===== config.mk =====
export PLATFORM = sky130hd
export DESIGN_NAME = spi_tx_feeder
export DESIGN_NICKNAME = d
export VERILOG_FILES = /design/src/rtl/spi_pkg.sv /design/src/rtl/fifo_sync.sv /design/src/rtl/spi_tx_feeder.sv
export SDC_FILE = /design/constraint.sdc
export NUM_CORES = 1
export LEC_CHECK = 0
export BUFFER_PORTS_ARGS = -buffer_cell sky130_fd_sc_hd__clkbuf_2
export CORE_MARGIN = 2
export CORE_UTILIZATION = 55
export CTS_CLUSTER_DIAMETER = 30
export CTS_CLUSTER_SIZE = 40
export DETAILED_ROUTE_END_ITERATION = 12
export PLACE_DENSITY_LB_ADDON = 0.05
export SLEW_MARGIN = 20
export SYNTH_ARGS = -nofsm -noshare
export SYNTH_HDL_FRONTEND = slang
export SYNTH_SLANG_ARGS = --single-unit

===== constraint.sdc =====
create_clock -name clk -period 2.9 [get_ports clk]
set_clock_uncertainty 0.1 [all_clocks]
set_input_delay 0.29 -clock clk [delete_from_list [all_inputs] [get_ports clk]]
set_output_delay 0.29 -clock clk [all_outputs]
set_load 0.01 [all_outputs]

===== src/rtl/spi_pkg.sv =====
// Shared definitions for the SPI transmit feeder: register map, STATUS layout
// and the export FSM state encoding.
package spi_pkg;

  localparam logic ADR_TXDATA = 1'b0;
  localparam logic ADR_STATUS = 1'b1;

  localparam int ST_EMPTY   = 0;
  localparam int ST_FULL    = 1;
  localparam int ST_OVF     = 2;
  localparam int ST_LVL_LSB = 4;

  typedef enum logic {
    EXP_IDLE     = 1'b0,
    EXP_WAIT_ACK = 1'b1
  } export_state_e;

  function automatic logic [7:0] status_byte(input logic [3:0] level,
                                             input logic       ovf,
                                             input logic       full,
                                             input logic       empty);
    logic [7:0] s;
    s                   = 8'h00;
    s[ST_LVL_LSB +: 4]  = level;
    s[ST_OVF]           = ovf;
    s[ST_FULL]          = full;
    s[ST_EMPTY]         = empty;
    return s;
  endfunction

endpackage


===== src/rtl/fifo_sync.sv =====
// Single-clock FIFO with show-ahead head output and an occupancy counter.
module fifo_sync #(
  parameter  int DEPTH = 4,
  parameter  int WIDTH = 8,
  localparam int AW    = $clog2(DEPTH),
  localparam int LW    = $clog2(DEPTH + 1)
) (
  input  logic             clk,
  input  logic             rst_n,
  input  logic             push,
  input  logic [WIDTH-1:0] push_data,
  input  logic             pop,
  output logic [WIDTH-1:0] pop_data,
  output logic             full,
  output logic             empty,
  output logic [LW-1:0]    level
);

  logic [WIDTH-1:0] mem [DEPTH];
  logic [AW-1:0]    wr_ptr;
  logic [AW-1:0]    rd_ptr;
  logic             do_push;
  logic             do_pop;

  assign full     = (level == LW'(DEPTH));
  assign empty    = (level == '0);
  assign do_push  = push & ~full;
  assign do_pop   = pop & ~empty;
  assign pop_data = mem[rd_ptr];

  always_ff @(posedge clk) begin
    if (do_push) mem[wr_ptr] <= push_data;
  end

  // Pointers wrap naturally since DEPTH is a power of two.
  always_ff @(posedge clk or negedge rst_n) begin
    if (!rst_n) begin
      wr_ptr <= '0;
      rd_ptr <= '0;
      level  <= '0;
    end else begin
      if (do_push) wr_ptr <= wr_ptr + AW'(1);
      if (do_pop)  rd_ptr <= rd_ptr + AW'(1);
      case ({do_push, do_pop})
        2'b10:   level <= level + LW'(1);
        2'b01:   level <= level - LW'(1);
        default: level <= level;
      endcase
    end
  end

endmodule


===== src/rtl/spi_tx_feeder.sv =====
// Wishbone-classic slave that queues bytes and exports them one at a time to
// the SPI clock domain through a toggle request/acknowledge handshake.
module spi_tx_feeder
  import spi_pkg::*;
#(
  parameter int DEPTH = 4
) (
  input  logic          clk,
  input  logic          rst_n,
  input  logic          wb_cyc,
  input  logic          wb_stb,
  input  logic          wb_we,
  input  logic          wb_adr,
  input  logic [7:0]    wb_dat_i,
  output logic [7:0]    wb_dat_o,
  output logic          wb_ack,
  output logic [7:0]    cdc_data,
  output logic          cdc_req,
  input  logic          cdc_ack,
  output export_state_e dbg_state
);

  localparam int LW = $clog2(DEPTH + 1);

  // Handshake: a new byte is offered by toggling cdc_req with cdc_data stable;
  // the SPI side accepts it by making cdc_ack equal to cdc_req. Only then may
  // cdc_data change again.

  logic          wb_req;
  logic          wr_tx;
  logic          rd_status;
  logic          overflow;
  logic          ack_meta;
  logic          ack_s;
  logic          fifo_push;
  logic          fifo_pop;
  logic          fifo_full;
  logic          fifo_empty;
  logic [LW-1:0] fifo_level;
  logic [7:0]    fifo_head;
  logic [7:0]    status;
  logic          load;
  export_state_e state, state_nxt;

  assign wb_req    = wb_cyc & wb_stb & ~wb_ack;
  assign wr_tx     = wb_ack & wb_cyc & wb_stb & wb_we & (wb_adr == ADR_TXDATA);
  assign rd_status = wb_ack & wb_cyc & wb_stb & ~wb_we & (wb_adr == ADR_STATUS);
  assign fifo_push = wr_tx & ~fifo_full;
  assign status    = status_byte(4'(fifo_level), overflow, fifo_full, fifo_empty);
  assign dbg_state = state;

  fifo_sync #(.DEPTH(DEPTH), .WIDTH(8)) u_fifo (
    .clk       (clk),
    .rst_n     (rst_n),
    .push      (fifo_push),
    .push_data (wb_dat_i),
    .pop       (fifo_pop),
    .pop_data  (fifo_head),
    .full      (fifo_full),
    .empty     (fifo_empty),
    .level     (fifo_level)
  );

  // Read data is registered in the request cycle so it is valid with wb_ack.
  always_ff @(posedge clk or negedge rst_n) begin
    if (!rst_n) begin
      wb_ack   <= 1'b0;
      wb_dat_o <= 8'h00;
    end else begin
      wb_ack   <= wb_req;
      wb_dat_o <= (wb_req & ~wb_we & (wb_adr == ADR_STATUS)) ? status : 8'h00;
    end
  end

  // A fresh overflow wins over the read-to-clear.
  always_ff @(posedge clk or negedge rst_n) begin
    if (!rst_n)                  overflow <= 1'b0;
    else if (wr_tx & fifo_full)  overflow <= 1'b1;
    else if (rd_status)          overflow <= 1'b0;
  end

  always_ff @(posedge clk or negedge rst_n) begin
    if (!rst_n) begin
      ack_meta <= 1'b0;
      ack_s    <= 1'b0;
    end else begin
      ack_meta <= cdc_ack;
      ack_s    <= ack_meta;
    end
  end

  always_ff @(posedge clk or negedge rst_n) begin
    if (!rst_n) state <= EXP_IDLE;
    else        state <= state_nxt;
  end

  always_comb begin
    state_nxt = state;
    load      = 1'b0;
    fifo_pop  = 1'b0;
    case (state)
      EXP_IDLE: begin
        if (!fifo_empty) begin
          load      = 1'b1;
          fifo_pop  = 1'b1;
          state_nxt = EXP_WAIT_ACK;
        end
      end
      EXP_WAIT_ACK: begin
        if (ack_s == cdc_req) state_nxt = EXP_IDLE;
      end
      default: state_nxt = EXP_IDLE;
    endcase
  end

  always_ff @(posedge clk or negedge rst_n) begin
    if (!rst_n) begin
      cdc_data <= 8'h00;
      cdc_req  <= 1'b0;
    end else if (load) begin
      cdc_data <= fifo_head;
      cdc_req  <= ~cdc_req;
    end
  end

endmodule


==> results of run 1 <==
## power groups by stage
stage                     registers (µW)  clock network [µW]  logic, µW
after global routing                1200                 882        733
after CTS                           1180                 842        664
after detailed placement            1200                   0        654
final                               1180                 823        651
after floorplan                     1150                   0        505
after global placement              1190                   0        628
## cell type report
cell class	count	area (µm²)
Inverter	6	22.5
Fill cell	285	1280
Clock inverter	4	72.6
Multi-Input combinational cell	60	621
Tap cell	50	62.6
Clock buffer	12	155
Sequential cell	59	1640
Timing Repair Buffer	33	175
## registers in the layout, indices dropped and copies added, names as in the netlist
register,cells
ack_meta,1
ack_s,1
cdc_data,8
cdc_req,1
dbg_state,1
overflow,1
u_fifo.level,3
u_fifo.mem,32
u_fifo.rd_ptr,2
u_fifo.wr_ptr,2
wb_ack,1
wb_dat_o,6
## cell usage in the layout (no fill, tap or decap), types with 2 or more instances in the layout
master	synthesis	final
sky130_fd_sc_hd__edfxtp_1	32	32
sky130_fd_sc_hd__bufinv_16	0	2
sky130_fd_sc_hd__inv_1	6	6
sky130_fd_sc_hd__mux4_2	8	8
sky130_fd_sc_hd__xor2_1	6	6
sky130_fd_sc_hd__nor3_1	2	2
sky130_fd_sc_hd__dlygate4sd3_1	0	2
sky130_fd_sc_hd__clkbuf_2	0	31
sky130_fd_sc_hd__mux2_2	8	8
sky130_fd_sc_hd__conb_1	1	2
sky130_fd_sc_hd__ha_1	5	5
sky130_fd_sc_hd__dfrtp_1	27	27
sky130_fd_sc_hd__xnor2_1	2	2
sky130_fd_sc_hd__and2_1	3	3
sky130_fd_sc_hd__clkbuf_8	0	11
sky130_fd_sc_hd__nor4_1	3	3
sky130_fd_sc_hd__and2_2	4	4
sky130_fd_sc_hd__nor2_1	4	3
## path summary, 6_finish.rpt
path,startpoint,endpoint,slack [ps],depth (start not counted)
max in group asynchronous,rst_n,u_fifo.level[0],1840,2
max reg2reg,u_fifo.level[2],u_fifo.level[2],550,8
min,wb_dat_i[1],u_fifo.mem[3][1],80,1
min in group asynchronous,rst_n,ack_s,430,2
max,u_fifo.level[2],u_fifo.level[2],550,8
min reg2reg,ack_meta,ack_s,260,0
## cells by family (layout without fill, tap and decap cells)
group	Yosys count	in the layout	synth area share, %
AOI/OAI and AO/OA	3	3	0.919
xor gates and xnor gates	8	8	3.03
adders and majority gates	6	6	3.57
buffers and inverters	12	55	2.70
DFF	59	59	70.7
muxes	18	18	12.8
other	1	2	0.162
and+or+nand+nor	23	23	6.11
## worst max-delay path, delay by kind of cell, from the launching register on
family,cells,cell delay (ps)
buffers and inverters,1,60
adder cells (fa/ha/maj),2,660
XOR/XNOR,2,310
flip-flops,1,410
AND/OR/NAND/NOR,3,720
## metrics by stage
step                power, µW  hold WS [ps]  util (%)
floorplan                1650          -106         -
global route             2820          71.8      68.1
finish                   2650          82.9      68.1
CTS                      2690          68.7      68.1
global placement         1810           245      61.9
detailed placement       1850           247      61.9
## routing by layer
layer / vias up / global-route usage (%) / wire [µm]
met5: - / 0 / 0
li1: 553 / - / -
met3: 5 / 6.01 / 188
met2: 37 / 29.9 / 1840
met4: 0 / 10.3 / 51
met1: 571 / 20.2 / 1490
## repair_timing
item                      CTS  global route
hold buffers                2             0
setup buffers               0             0
hold endpoints to repair   28             0
==> metrics.txt, run 1 <==
synth cell count leaders=32 x sky130_fd_sc_hd__edfxtp_1, 27 x sky130_fd_sc_hd__dfrtp_1, 8 x sky130_fd_sc_hd__mux2_2, 8 x sky130_fd_sc_hd__mux4_2; maximum achievable frequency=426 MHz; Remaining Overflow, GRT=0; outcome=finished, final reports clean; CP Cell Sequence=nor3_1, nor2_2, ha_1, inv_1, fa_1, xor2_1, nor2_1, xor2_1; clock root buffer=sky130_fd_sc_hd__clkbuf_8; layout cells sized above 1=39.1%; total power density per cell area=about 970 mW/mm²; PortBufs=31; period utilisation layout=80.9%; starting density of the core=between 50% and 60%; kind of capture point of the worst setup path=flip-flop; portion of total power attributed to sequential cells=44.4%; warnings from Yosys=0; first-pass GRT wire length=between 5000 and 6000 µm; overall die area=around 0.0047 mm²; placed instance count=~210; core region area=0.00403 mm²; initial antenna violation count=0; CP max FO=12; crit path max-delay cell type=sky130_fd_sc_hd__nor2_2; Die H=68.9 µm; Critical Path Most Common Cell=sky130_fd_sc_hd__xor2_1; area of all placed cells without fillers=approximately 0.0027 mm²; synthesized area=~0.0023 mm²; top area cells in the synthesized netlist=sky130_fd_sc_hd__edfxtp_1 42%, sky130_fd_sc_hd__dfrtp_1 29%, sky130_fd_sc_hd__mux4_2 7.8%, sky130_fd_sc_hd__mux2_2 3.9%, sky130_fd_sc_hd__ha_1 2.7%; clock power share=31.1%; combinational cell fraction of total power=about a quarter; CTS H-Tree Depth=3; async set-or-reset flop fraction in the synthesized netlist=a little under half; final worst slack=~550 ps; sequential-to-total area share from yosys stat=70.7%; library cell occupying the most area in the post-synthesis netlist=sky130_fd_sc_hd__edfxtp_1; final wirelength=about 3600 µm; largest net degree at the start of global routing=28; antenna diode count=0; number of cells produced by synthesis=130; average detailed-routed wire length per instance=15.9 µm; clock tree from TritonCTS=done; Final nets=190; first-pass iteration count of the detailed router=4; routed via count=approximately 1,200; number of synthesized flops with an enable pin=32; register bit count reported by yosys=between 50 and 60; clock-pin slew of the registers on the worst-case setup and hold paths=70 ps; drt initial violations=33; number of hold violations in the final report=0; maximum buffer depth of the clock tree=2; switching power=roughly 730 µW; gp weighted congestion=around 0.74; max incr delay on CP=520 ps; Unique masters post-synth=31; most frequent cell after synthesis=sky130_fd_sc_hd__edfxtp_1; switching power share of the total=27.7%; Worst IR Drop VDD=569 µV; max-slew violations=0; setup TNS=0 ps; Clock Sinks=just under 60; Internal=between 1500 and 2000 µW; relative slew slack=55.6%; signal arrival time at the worst endpoint=approximately 2500 ps; worst hold path class=in -> reg; Die W=68.9 µm; number of placed I/O pins=34; final setup violation count=0; Site Rows=23; Area Overhead vs Synth=18.7%; Final Critical Period=between 2000 and 2500 ps; TritonCTS Buffers=9; Worst Setup Start Kind=flip-flop; count of max-cap constraint violations=0; worst-margin pin slew=665 ps; number of vias per cell=approximately 5.2; post-place instance area=between 0.002 and 0.0025 mm²; placement-stage worst setup slack=between 200 and 250 ps; prevailing post-synth register cell=sky130_fd_sc_hd__edfxtp_1; Yosys top cell area share=between 40% and 50%; Critical Setup Path Class=reg -> reg; Routed Antenna Nets=0; Global Route Usage Sum=about 18%; number of resized instances in the post-cts repair step=0; setup repair after global routing missed its margin=no; sum of net half-perimeters after detailed placement=2400 µm; Worst EP required=roughly 3000 ps; Non-Filler Instances=~220; mean instance size in the synthesized netlist=17.8 µm²; DRC viols=0; number of global-route vias before repair=between 1,000 and 1,500; leakage power summed over all cells=between 0.001 and 0.0015 µW; Clk Latency, worst-skew pair=about 320 ps
Power figures use the tool's default switching activity.
==> run 2, diff against run 1 <==
Settings changed: ABC_AREA set to 1, CORE_UTILIZATION 55 to 57.
Clock period 2.9 ns to 2.32 ns, I/O delays scaled along.
==> run 2 against run 1 <==
Effect of this change:
- die area grew 6.9%
- critical path depth increased by 2
- maximum frequency rose by 16%
- global-route usage up 1.9 points
- largest cell class unchanged
- routed wire length rose by 18%
- highest routed layer unchanged
- clock-buffer cell count unchanged
- hold slack worse by 61 ps
- synthesized cell count is 92% higher
- utilization down 0.78 points
==> metrics.txt, run 2 <==
outcome=finished, final reports clean; number of buffers inserted by post-CTS setup repair=0; Reg2Reg Setup Slack=~300 ps; largest net degree at the start of global routing=28; Worst EP required=~2400 ps; Clk Latency, worst-skew pair=between 300 and 400 ps; number of global-route vias before repair=about 1,500; Area Overhead vs Synth=14.0%; number of vias per cell=about 4.6; number of cells produced by synthesis=between 200 and 250; most frequent cells in the layout=68 x sky130_fd_sc_hd__nand2_1, 49 x sky130_fd_sc_hd__inv_1, 32 x sky130_fd_sc_hd__edfxtp_1; Yosys top cell area share=37.4%; Global Route Usage Sum=about 20%; clock root buffer=sky130_fd_sc_hd__clkbuf_8; prevailing post-synth register cell=sky130_fd_sc_hd__edfxtp_1; period utilisation layout=approximately 87%; max incr delay on CP=between 400 and 500 ps; core region area=about 0.0044 mm²; signal arrival time at the worst endpoint=around 2100 ps; Unique masters post-synth=23; Worst Setup Start Kind=flip-flop; most frequent standard cell in the layout excluding fill and tap cells=sky130_fd_sc_hd__nand2_1; final wirelength=4200 µm; final setup violation count=0; Die W=between 70 and 80 µm; number of placed I/O pins=34; register with the most flip-flops=u_fifo.mem; Routed Antenna Nets=0; leakage power summed over all cells=about 0.0015 µW; kind of capture point of the worst setup path=flip-flop; CTS H-Tree Depth=3; setup TNS=0 ps; most frequent cell after synthesis=sky130_fd_sc_hd__nand2_1; Critical Setup Path Class=reg -> reg; setup repair after global routing missed its margin=no; routed via count=around 1,600; count of max-cap constraint violations=0; first-pass iteration count of the detailed router=5; CP max FO=14; worst hold path class=in -> reg; synth cell count leaders=68 x sky130_fd_sc_hd__nand2_1, 49 x sky130_fd_sc_hd__inv_1, 32 x sky130_fd_sc_hd__edfxtp_1, 27 x sky130_fd_sc_hd__dfrtp_1, 21 x sky130_fd_sc_hd__nand3_1; average detailed-routed wire length per instance=roughly 12 µm; Die H=71.2 µm; number of resized instances in the post-cts repair step=0; library cell occupying the most area in the post-synthesis netlist=sky130_fd_sc_hd__edfxtp_1; layout cells sized above 1=21.2%; gp weighted congestion=between 0.7 and 0.8; crit path max-delay cell type=sky130_fd_sc_hd__dfrtp_1; top area cells in the synthesized netlist=sky130_fd_sc_hd__edfxtp_1 37%, sky130_fd_sc_hd__dfrtp_1 26%, sky130_fd_sc_hd__nand2_1 9.9%, sky130_fd_sc_hd__inv_1 7.1%, sky130_fd_sc_hd__nand3_1 4.1%; Remaining Overflow, GRT=0; clock tree from TritonCTS=done; number of hold buffers added after cts=2; drt initial violations=86; synthesized area=0.00257 mm²; CP Cell Sequence=nor2_4, nand2_2, nand2_4, inv_2, ha_1, inv_1, fa_1, nand2_1, nand3_1, xor2_1; clock-pin slew of the registers on the worst-case setup and hold paths=roughly 60 ps; total power density per cell area=approximately 1100 mW/mm²; register bit count reported by yosys=between 50 and 60; overall die area=0.00507 mm²; registers with the highest flip-flop counts=u_fifo.mem: 32 flops, cdc_data: 8 flops, wb_dat_o: 6 flops; maximum achievable frequency=496 MHz; DRC viols=0; mean instance size in the synthesized netlist=10.3 µm²; first-pass GRT wire length=~7300 µm; async set-or-reset flop fraction in the synthesized netlist=a little under half; starting density of the core=roughly three fifths; PortBufs=31; TritonCTS Buffers=9; sequential-to-total area share from yosys stat=between 60% and 70%; sum of net half-perimeters after detailed placement=2810 µm; Worst IR Drop VDD=between 800 and 900 µV; Clock Sinks=between 50 and 60; max FFs per register=32; Final Critical Period=2020 ps; Final nets=313; initial antenna violation count=0; number of synthesized flops with an enable pin=32; Site Rows=24; warnings from Yosys=0; worst-margin pin slew=709 ps; antenna diode count=0; maximum buffer depth of the clock tree=2; max-slew violations=0; relative slew slack=about 53%; number of hold violations in the final report=0; Final Total Pwr=3220 µW
run 2: changes by cell type after synthesis, moves of 3 or more:
cell | before | now
sky130_fd_sc_hd__and2_1 | 3 | 0
sky130_fd_sc_hd__and2_2 | 4 | 0
sky130_fd_sc_hd__inv_1 | 6 | 49
sky130_fd_sc_hd__mux2_2 | 8 | 0
sky130_fd_sc_hd__mux4_2 | 8 | 0
sky130_fd_sc_hd__nand2_1 | 1 | 68
sky130_fd_sc_hd__nand2_2 | 0 | 11
sky130_fd_sc_hd__nand3_1 | 0 | 21
sky130_fd_sc_hd__nor2_1 | 4 | 12
sky130_fd_sc_hd__nor4_1 | 3 | 0
sky130_fd_sc_hd__o21ai_0 | 0 | 3
sky130_fd_sc_hd__xor2_1 | 6 | 2
run 2: cells by family after synthesis:
logic type / count (synthesis) / synth area share (%)
other cells: 1 / 0.146
flops: 59 / 63.6
buf+inv: 58 / 10.5
xor+xnor: 6 / 2.04
compound gates: 4 / 0.778
simple gates: 115 / 19.7
fa+ha+maj: 6 / 3.21
run 2: through the flow:
step           std cells  hold slack (ps)  instance area, µm²  util, %  setup slack [ps]
2_1_floorplan        250             -164                2580        -               469
3_3_place_gp         331              184                2760     63.4               391
3_5_place_dp         331              187                2760     63.4               317
4_1_cts              349             4.67                2930     67.4               285
5_1_grt              349             5.42                2930     67.4              83.1
6_report             349             22.2                2930     67.4               303
run 2: worst paths after layout:
path	start	end	cells past startpoint
worst max-delay path	u_fifo.level[0]	u_fifo.level[2]	10
worst min-delay path	wb_dat_i[1]	u_fifo.mem[2][1]	1
worst max register to register	u_fifo.level[0]	u_fifo.level[2]	10
worst min register to register	ack_meta	ack_s	0
max in group asynchronous	rst_n	wb_ack	2
min in group asynchronous	rst_n	cdc_data[5]	2
run 2: area by class of cell:
class / instances / area, µm²
clock buffers: 12 / 135
fillers: 347 / 1420
multi-input cells: 133 / 669
flip-flops and latches: 59 / 1640
well taps: 52 / 65.1
clock inverters: 4 / 17.5
repair buffers: 38 / 213
inverters: 51 / 196
run 2: routing by layer:
metal,global-route usage (%),vias to the layer above,part of all wire [%]
li1,-,843,-
met1,27.3,733,48
met2,28.1,26,46
met3,6.27,5,4.4
met4,11.3,0,1.5
met5,0,-,0
run 2: power by group:
group	switching, µW	internal (µW)	leakage, µW
Combinational	646	395	0.000771
Sequential	166	1270	0.000628
Clock	363	377	0.0000792
run 2: worst max-delay path, delay by kind of cell, from the launching register on:
family	cells	cell delay [ps]
xor+xnor	1	150
simple gates	5	430
fa+ha+maj	2	560
flops	1	430
buf+inv	2	230
